===== src/rtl/pc_sequencer_pkg.sv =====
// rtl/pc_sequencer_pkg.sv - shared flag encodings and FSM state type for pc_sequencer
package pc_sequencer_pkg;

    localparam logic [2:0] PC_HOLD     = 3'd0;
    localparam logic [2:0] PC_INC      = 3'd1;
    localparam logic [2:0] PC_JUMP     = 3'd2;
    localparam logic [2:0] PC_DELAY    = 3'd3;
    localparam logic [2:0] PC_END_BIOS = 3'd4;
    localparam logic [2:0] PC_EXEC     = 3'd5;

    localparam logic [2:0] UPD_NONE    = 3'd0;
    localparam logic [2:0] UPD_QUANTUM = 3'd1;
    localparam logic [2:0] UPD_CS      = 3'd2;
    localparam logic [2:0] UPD_SAVEDPC = 3'd3;

    typedef enum logic [1:0] {
        ST_RUN     = 2'd0,
        ST_DELAY   = 2'd1,
        ST_PREEMPT = 2'd2
    } seqState_t;

endpackage


===== src/rtl/pc_sequencer_if.sv =====
// rtl/pc_sequencer_if.sv - control-unit <-> pc_sequencer bus; PC_BOUND_CHECK_EN adds pc_limit/pc_fault
interface pc_sequencer_if #(
    parameter int ADDR_W = 10,
    parameter int DATA_W = 32
);
    logic [2:0]        flagPC;
    logic              flagJR;
    logic              flagMP;
    logic [2:0]        flagUpdateData;
    logic [ADDR_W-1:0] imm_target;
    logic [DATA_W-1:0] reg_target;
    logic [DATA_W-1:0] data_in;
    logic [ADDR_W-1:0] pc;
    logic              bios_done;
    logic [DATA_W-1:0] saved_pc;
    logic              interruption;
    logic              busy;
`ifdef PC_BOUND_CHECK_EN
    logic [ADDR_W-1:0] pc_limit;
    logic              pc_fault;

    modport master (
        output flagPC, flagJR, flagMP, flagUpdateData, imm_target, reg_target, data_in, pc_limit,
        input  pc, bios_done, saved_pc, interruption, busy, pc_fault
    );
    modport slave (
        input  flagPC, flagJR, flagMP, flagUpdateData, imm_target, reg_target, data_in, pc_limit,
        output pc, bios_done, saved_pc, interruption, busy, pc_fault
    );
`else
    modport master (
        output flagPC, flagJR, flagMP, flagUpdateData, imm_target, reg_target, data_in,
        input  pc, bios_done, saved_pc, interruption, busy
    );
    modport slave (
        input  flagPC, flagJR, flagMP, flagUpdateData, imm_target, reg_target, data_in,
        output pc, bios_done, saved_pc, interruption, busy
    );
`endif
endinterface


===== src/rtl/pc_sequencer_quantum_timer.sv =====
// rtl/pc_sequencer_quantum_timer.sv - round-robin quantum counter; expire marks the last advancing instruction
module pc_sequencer_quantum_timer #(
    parameter int QUANT_W = 16
) (
    input  logic               clock,
    input  logic               reset,
    input  logic               loadQuantum,
    input  logic [QUANT_W-1:0] quantumIn,
    input  logic               arm,
    input  logic               launch,
    input  logic               clear,
    input  logic               advance,
    output logic               expire
);
    logic [QUANT_W-1:0] quantum;
    logic [QUANT_W-1:0] qcount;
    logic               mpActive;
    logic               enabled;
    logic               counting;

    // A zero quantum means preemption is off, even if already armed.
    assign enabled  = (quantum != '0);
    assign counting = mpActive && enabled && advance;
    assign expire   = counting && (qcount == quantum - 1'b1);

    always_ff @(posedge clock or posedge reset) begin
        if (reset) begin
            quantum  <= '0;
            qcount   <= '0;
            mpActive <= 1'b0;
        end else begin
            if (loadQuantum)
                quantum <= quantumIn;

            if (clear || expire)
                qcount <= '0;
            else if (counting)
                qcount <= qcount + 1'b1;

            if (expire)
                mpActive <= 1'b0;
            else if ((arm || launch) && enabled)
                mpActive <= 1'b1;
        end
    end

endmodule


===== src/rtl/pc_sequencer.sv =====
// rtl/pc_sequencer.sv - program-counter stage with delay, BIOS hand-off and quantum preemption
// Optional PC_BOUND_CHECK_EN: sticky pc_fault freezes pc once a step reaches pc_limit after BIOS.
module pc_sequencer
    import pc_sequencer_pkg::*;
#(
    parameter int ADDR_W       = 10,
    parameter int DATA_W       = 32,
    parameter int QUANT_W      = 16,
    parameter int DELAY_CYCLES = 50
) (
    input logic            clock,
    input logic            reset,
    pc_sequencer_if.slave  sif
);
    localparam int DCNT_W = (DELAY_CYCLES > 1) ? $clog2(DELAY_CYCLES) : 1;

    seqState_t         state;
    logic [DCNT_W-1:0] dcount;
    logic [ADDR_W-1:0] nextPc;
    logic              advance;
    logic              launch;
    logic              bootEnd;
    logic              delayDone;
    logic              frozen;
    logic              expire;
    logic              unusedRegHigh;

    assign unusedRegHigh = ^sif.reg_target[DATA_W-1:ADDR_W];
    assign delayDone     = (state == ST_DELAY) && (dcount == '0);

    always_comb begin
        nextPc  = sif.pc;
        advance = 1'b0;
        launch  = 1'b0;
        bootEnd = 1'b0;
        if (state == ST_RUN) begin
            case (sif.flagPC)
                PC_HOLD, PC_DELAY: nextPc = sif.pc;
                PC_INC: begin
                    nextPc  = sif.pc + 1'b1;
                    advance = 1'b1;
                end
                PC_JUMP: begin
                    nextPc  = sif.flagJR ? sif.reg_target[ADDR_W-1:0] : sif.imm_target;
                    advance = 1'b1;
                end
                PC_END_BIOS: begin
                    nextPc  = '0;
                    bootEnd = 1'b1;
                end
                PC_EXEC: begin
                    nextPc = sif.data_in[ADDR_W-1:0];
                    launch = 1'b1;
                end
                default: nextPc = sif.pc;
            endcase
        end else if (delayDone) begin
            nextPc = sif.pc + 1'b1;
        end
    end

`ifdef PC_BOUND_CHECK_EN
    logic boundHit;
    // Only stepping moves are policed; BIOS end and process launch are exempt.
    assign boundHit = sif.bios_done && (advance || delayDone) && (nextPc >= sif.pc_limit);
    assign frozen   = sif.pc_fault || boundHit;

    always_ff @(posedge clock or posedge reset) begin
        if (reset)
            sif.pc_fault <= 1'b0;
        else if (boundHit)
            sif.pc_fault <= 1'b1;
    end
`else
    assign frozen = 1'b0;
`endif

    logic [ADDR_W-1:0] csAddr;

    pc_sequencer_quantum_timer #(.QUANT_W(QUANT_W)) u_quantum_timer (
        .clock       (clock),
        .reset       (reset),
        .loadQuantum (sif.flagUpdateData == UPD_QUANTUM),
        .quantumIn   (sif.data_in[QUANT_W-1:0]),
        .arm         (sif.flagMP),
        .launch      (launch),
        .clear       (launch || bootEnd),
        .advance     (advance && !frozen),
        .expire      (expire)
    );

    always_ff @(posedge clock or posedge reset) begin
        if (reset) begin
            state            <= ST_RUN;
            dcount           <= '0;
            csAddr           <= '0;
            sif.pc           <= '0;
            sif.bios_done    <= 1'b0;
            sif.saved_pc     <= '0;
            sif.interruption <= 1'b0;
            sif.busy         <= 1'b0;
        end else begin
            sif.interruption <= 1'b0;
            if (sif.flagUpdateData == UPD_CS)
                csAddr <= sif.data_in[ADDR_W-1:0];
            // Written before the FSM so a same-edge preemption overrides it.
            if (sif.flagUpdateData == UPD_SAVEDPC)
                sif.saved_pc <= sif.data_in;

            case (state)
                ST_RUN: begin
                    if (expire) begin
                        sif.saved_pc     <= DATA_W'(nextPc);
                        sif.pc           <= csAddr;
                        sif.interruption <= 1'b1;
                        state            <= ST_PREEMPT;
                    end else if (!frozen) begin
                        sif.pc <= nextPc;
                    end
                    if (bootEnd)
                        sif.bios_done <= 1'b1;
                    if (sif.flagPC == PC_DELAY) begin
                        dcount   <= DCNT_W'(DELAY_CYCLES - 1);
                        sif.busy <= 1'b1;
                        state    <= ST_DELAY;
                    end
                end
                ST_DELAY: begin
                    if (delayDone) begin
                        if (!frozen)
                            sif.pc <= nextPc;
                        sif.busy <= 1'b0;
                        state    <= ST_RUN;
                    end else begin
                        dcount <= dcount - 1'b1;
                    end
                end
                ST_PREEMPT: state <= ST_RUN;
                default:    state <= ST_RUN;
            endcase
        end
    end

endmodule


===== src/flat_wrapper.sv =====
// flat-port wrapper written by rule: the top's interface ports become plain ports
module pc_sequencer_flat import pc_sequencer_pkg::*;
#(
    parameter int ADDR_W       = 10,
    parameter int DATA_W       = 32,
    parameter int QUANT_W      = 16,
    parameter int DELAY_CYCLES = 50
)
  (clock, reset, sif_flagPC, sif_flagJR, sif_flagMP, sif_flagUpdateData, sif_imm_target, sif_reg_target, sif_data_in, sif_pc, sif_bios_done, sif_saved_pc, sif_interruption, sif_busy);
  pc_sequencer_if #(.ADDR_W(ADDR_W), .DATA_W(DATA_W)) sif_i ();
  input logic clock;
  input logic reset;
  input wire logic [$bits(sif_i.flagPC)-1:0] sif_flagPC;
  input wire logic [$bits(sif_i.flagJR)-1:0] sif_flagJR;
  input wire logic [$bits(sif_i.flagMP)-1:0] sif_flagMP;
  input wire logic [$bits(sif_i.flagUpdateData)-1:0] sif_flagUpdateData;
  input wire logic [$bits(sif_i.imm_target)-1:0] sif_imm_target;
  input wire logic [$bits(sif_i.reg_target)-1:0] sif_reg_target;
  input wire logic [$bits(sif_i.data_in)-1:0] sif_data_in;
  output wire logic [$bits(sif_i.pc)-1:0] sif_pc;
  output wire logic [$bits(sif_i.bios_done)-1:0] sif_bios_done;
  output wire logic [$bits(sif_i.saved_pc)-1:0] sif_saved_pc;
  output wire logic [$bits(sif_i.interruption)-1:0] sif_interruption;
  output wire logic [$bits(sif_i.busy)-1:0] sif_busy;
  assign sif_i.flagPC = sif_flagPC;
  assign sif_i.flagJR = sif_flagJR;
  assign sif_i.flagMP = sif_flagMP;
  assign sif_i.flagUpdateData = sif_flagUpdateData;
  assign sif_i.imm_target = sif_imm_target;
  assign sif_i.reg_target = sif_reg_target;
  assign sif_i.data_in = sif_data_in;
  assign sif_pc = sif_i.pc;
  assign sif_bios_done = sif_i.bios_done;
  assign sif_saved_pc = sif_i.saved_pc;
  assign sif_interruption = sif_i.interruption;
  assign sif_busy = sif_i.busy;
  pc_sequencer #(.ADDR_W(ADDR_W), .DATA_W(DATA_W), .QUANT_W(QUANT_W), .DELAY_CYCLES(DELAY_CYCLES)) u_core (.clock(clock), .reset(reset), .sif(sif_i));
endmodule

===== config.mk =====
export PLATFORM = sky130hd
export DESIGN_NAME = pc_sequencer_flat
export DESIGN_NICKNAME = d
export VERILOG_FILES = /design/src/rtl/pc_sequencer_pkg.sv /design/src/rtl/pc_sequencer_if.sv /design/src/rtl/pc_sequencer_quantum_timer.sv /design/src/rtl/pc_sequencer.sv /design/src/flat_wrapper.sv
export SDC_FILE = /design/constraint.sdc
export NUM_CORES = 1
export LEC_CHECK = 0
export CAP_MARGIN = 20
export CORE_ASPECT_RATIO = 1.4
export CORE_MARGIN = 2
export CORE_UTILIZATION = 30
export CTS_BUF_LIST = sky130_fd_sc_hd__clkbuf_8 sky130_fd_sc_hd__clkbuf_16
export DETAILED_ROUTE_END_ITERATION = 7
export GPL_ROUTABILITY_DRIVEN = 0
export GPL_TIMING_DRIVEN = 0
export SETUP_SLACK_MARGIN = 0.15
export SLEW_MARGIN = 40
export SYNTH_ARGS = -nofsm -noshare
export SYNTH_HDL_FRONTEND = slang
export SYNTH_SLANG_ARGS = --single-unit

===== constraint.sdc =====
create_clock -name clock -period 5.8 [get_ports clock]
set_clock_uncertainty 0.1 [all_clocks]
set_input_delay 0.58 -clock clock [delete_from_list [all_inputs] [get_ports clock]]
set_output_delay 0.58 -clock clock [all_outputs]
set_load 0.005 [all_outputs]

==> results.md <==
- Final hold violation count: 0
- Count of cell types in the netlist: 62
- R2R depth: 10
- FF-to-FF End: u_core.u_quantum_timer.qcount[14]$_DFFE_PP0P_
- Met3 WL: 651 µm
- Slowest-stage cell, CP: nor3_4
- DP HPWL: 12100 µm
- Worst Path Arrival: 3.48 ns
- Post-DR vias/cell: 5.17
- Critical Path Sink Type: flop
- # diodes: 0
- CTS Root Cell: clkbuf_16
- Hold Buf Count CTS: 0
- Drt total wl: 15500 µm
- CP Max Fanout: 10
- Cts repair resizes: 0
- Total GRT Usage: 15.9%
- Flops & latches, synth: 96
- Final instance area: 7220 µm²
- Layout area overhead: 30.6%
- Mux contribution to synthesized area: 13.6%
- Drt wl/cell: 16.9 µm
- Cts bufs inserted: 9
- Routed Antenna Nets: 0
- Initial DRC count: 487
- Worst path depth: 9
- Area occupied by multi-input gates: 2940 µm²
- Max-cap viol count: 0
- Pwr/cell area: 334 nW/µm²
- Core Rows: 58
- Number of global-route vias before repair: 4792
- Post-synth top flop: dfrtp_1
- Die width: 119 µm
- CP required: 5.91 ns
- Class of the worst hold path: reg2reg
- Clock-pin transition on the worst setup and hold timing paths: 0.07 ns
- Met2 Wirelength: 8550 µm
- CP cell instances: clkdlybuf4s50_1, clkbuf_1, xor2_1, nand4b_1, a211oi_1, o2111ai_2, nor3_4, buf_2, nor3_1
- Fin Setup TNS: 0 ns
- Synth Warn #: 0
- CTS tree: done
- Achievable frequency: 297 MHz
- Setup CP Type: in2reg
- Post-CTS Setup Inserts: 0
- Status: finished clean
- Layout cell share with drive strength beyond 1: 9.12%
- Fin nets: 765
- Top sig layer: met4
- Die area: 19500 µm²
- Crit path launch type: input port
- CP Buf/Inv Count: 3
- Register area share after synthesis: 43.4%
- DRT Pass-1 Iters: 4
- Syn Nets: 649
- CTS max path bufs: 2
- WL met1: 5900 µm
- Setup violators final: 0
- CTS H-tree depth: 3
- Source of the worst hold timing path: u_core.sif.bios_done$_DFFE_PP0P_
- Syn Inst Count: 559
- Worst Hold Depth: 1
- Leakage: 3.04 nW
- GRT Residual Overflow: 0
- FILL cells: 1807
- Synth Area in Compound Gates: 12.7%
- Final period util: 58.1%
- Mapped cell area: 5530 µm²
- Hold EP: u_core.sif.bios_done$_DFFE_PP0P_
- RR Startpoint: u_core.u_quantum_timer.quantum[0]$_DFFE_PP0N_
- Core Area: 18000 µm²
- VDD IR max: 0.000154 V
- Post-synthesis simple-gate area fraction: 18.9%
- Initial antenna violation count: 0
- Final worst path period need: 3.37 ns
- Placement Cell Area: 6910 µm²
- Synth Area in Adders: 1.36%
- Storage element area: 2400 µm²
- Unrepaired setup endpoints after global routing: false
- Final Non-Filler Cells: 920
- Total number of vias: 4755
- Main combinational cell family by area after synthesis: simple AND/OR/NAND/NOR gates
- Critical path's top delay family: buffers and inverters
- Port bufs: 104
- EDFF count, synth: 0
- DP Cell Count: 904
- Largest net degree at the start of global routing: 62
- I/O Pins: 129
- Crit path largest cell delay: 0.48 ns
- Slew headroom: 47.5%
- R2R Setup Slk: 2.51 ns
- Clk sinks: 96
- Worst slew pin tran: 0.781 ns
- Clock Latency Late Sink: 0.34 ns
- DRC violation count after routing: 0
- Async SR Flop Fraction: 100%
- XOR/XNOR Fraction of Synth Area: 6.65%
- Die Ht: 165 µm
- First-pass GRT wire length: 24800 µm
- Syn Area/Cell: 9.89 µm²
- Initial Util: 30.7%
- Min Hold Slack: 0.373 ns
- Final slew viol count: 0
[cells by family after synthesis]
| kind of cell | count (synthesis) |
|---|---|
| XOR/XNOR | 42 |
| AND/OR/NAND/NOR | 199 |
| flip-flops | 96 |
| AO/OA/AOI/OAI | 98 |
| adder cells (fa/ha/maj) | 6 |
| multiplexers | 72 |
| buffers and inverters | 46 |
[placed cells by master, fill, tap and decap left out, types with 11 or more instances in the layout]
| master | n |
|---|---|
| o21ai_0 | 20 |
| nand2_1 | 43 |
| nor4_1 | 15 |
| clkdlybuf4s50_1 | 104 |
| xnor2_1 | 25 |
| nand3_1 | 11 |
| dfrtp_1 | 96 |
| mux2_2 | 27 |
| a21oi_1 | 18 |
| xor2_1 | 17 |
| nor3_1 | 29 |
| mux2i_1 | 45 |
| nor2_1 | 47 |
| clkbuf_1 | 28 |
[final cells by class]
class / instances / share of cell area [%]
buffer: 36 / 2.03
clock buffer: 10 / 3.31
clock inverter: 6 / 1.06
inverter: 10 / 0.624
multi-input combinational: 417 / 40.8
sequential: 96 / 33.3
tap: 240 / 4.16
timing repair buffer: 105 / 14.8
[layer usage]
layer,GRT usage [%],vias to the layer above
met5,0,-
met4,7.79,0
met3,2.69,25
met2,30.2,125
met1,16.9,2321
li1,-,2284
[per-stage QoR]
stage               worst slack (ns)  util, %  total power, mW
floorplan                       2.61        -             1.42
global placement                1.13     38.2             1.76
detailed placement              2.07     38.4             1.80
CTS                             2.40     40.1             2.43
global route                    2.18     40.1             2.56
finish                          2.43     40.1             2.41
[state kept, by name (all words and copies together), names as in the netlist, 2 cells and up]
signal / flops
u_core.state: 2
u_core.csAddr: 10
u_core.dcount: 6
u_core.u_quantum_timer.qcount: 16
u_core.u_quantum_timer.quantum: 16
u_core.sif.pc: 10
u_core.sif.saved_pc: 32
[how the worst max path moves through the flow]
stage	start	end
after global placement	reset	u_core.sif.saved_pc[23]$_DFF_PP0_
after detailed placement	sif_flagPC[0]	u_core.u_quantum_timer.qcount[13]$_DFFE_PP0P_
after global routing	sif_flagPC[0]	u_core.u_quantum_timer.qcount[12]$_DFFE_PP0P_
final	sif_flagPC[0]	u_core.u_quantum_timer.qcount[14]$_DFFE_PP0P_
after CTS	sif_flagPC[0]	u_core.u_quantum_timer.qcount[13]$_DFFE_PP0P_
after floorplan	reset	u_core.csAddr[0]$_DFFE_PP0N_
[synthesized netlist by cell type, types with 4 or more instances]
| cell type | n | area, µm² |
|---|---|---|
| and3_1 | 5 | 31.3 |
| clkbuf_1 | 29 | 109 |
| a22oi_1 | 4 | 30.0 |
| mux2_2 | 27 | 304 |
| nand2_1 | 43 | 161 |
| dfrtp_1 | 96 | 2400 |
| xor2_1 | 17 | 149 |
| o221ai_1 | 4 | 35.0 |
| nor4_1 | 15 | 93.8 |
| ha_1 | 6 | 75.1 |
| a21oi_1 | 18 | 90.1 |
| o311ai_1 | 4 | 35.0 |
| a21o_1 | 6 | 45.0 |
| nand3_1 | 11 | 55.1 |
| o21ai_0 | 20 | 100 |
| or3_1 | 4 | 25.0 |
| a211oi_1 | 4 | 30.0 |
| inv_1 | 10 | 37.5 |
| nor2_1 | 47 | 176 |
| and4_1 | 6 | 52.6 |
| nor3_1 | 29 | 145 |
| buf_2 | 5 | 25.0 |
| a221o_1 | 5 | 50.1 |
| mux2i_1 | 45 | 450 |
| xnor2_1 | 25 | 219 |
| nand4_1 | 6 | 37.5 |
| o211ai_1 | 10 | 75.1 |
| and2_1 | 9 | 56.3 |
| nor3b_1 | 4 | 30.0 |
| a311oi_1 | 4 | 35.0 |
[report_power, final]
| group | internal, mW | leakage [nW] | switching, mW |
|---|---|---|---|
| combinational | 0.417 | 1.71 | 0.405 |
| sequential | 0.813 | 1.18 | 0.147 |
| clock | 0.353 | 0.149 | 0.275 |
| total | 1.58 | 3.04 | 0.827 |
Note: power is estimated with default switching activity, not from simulation.
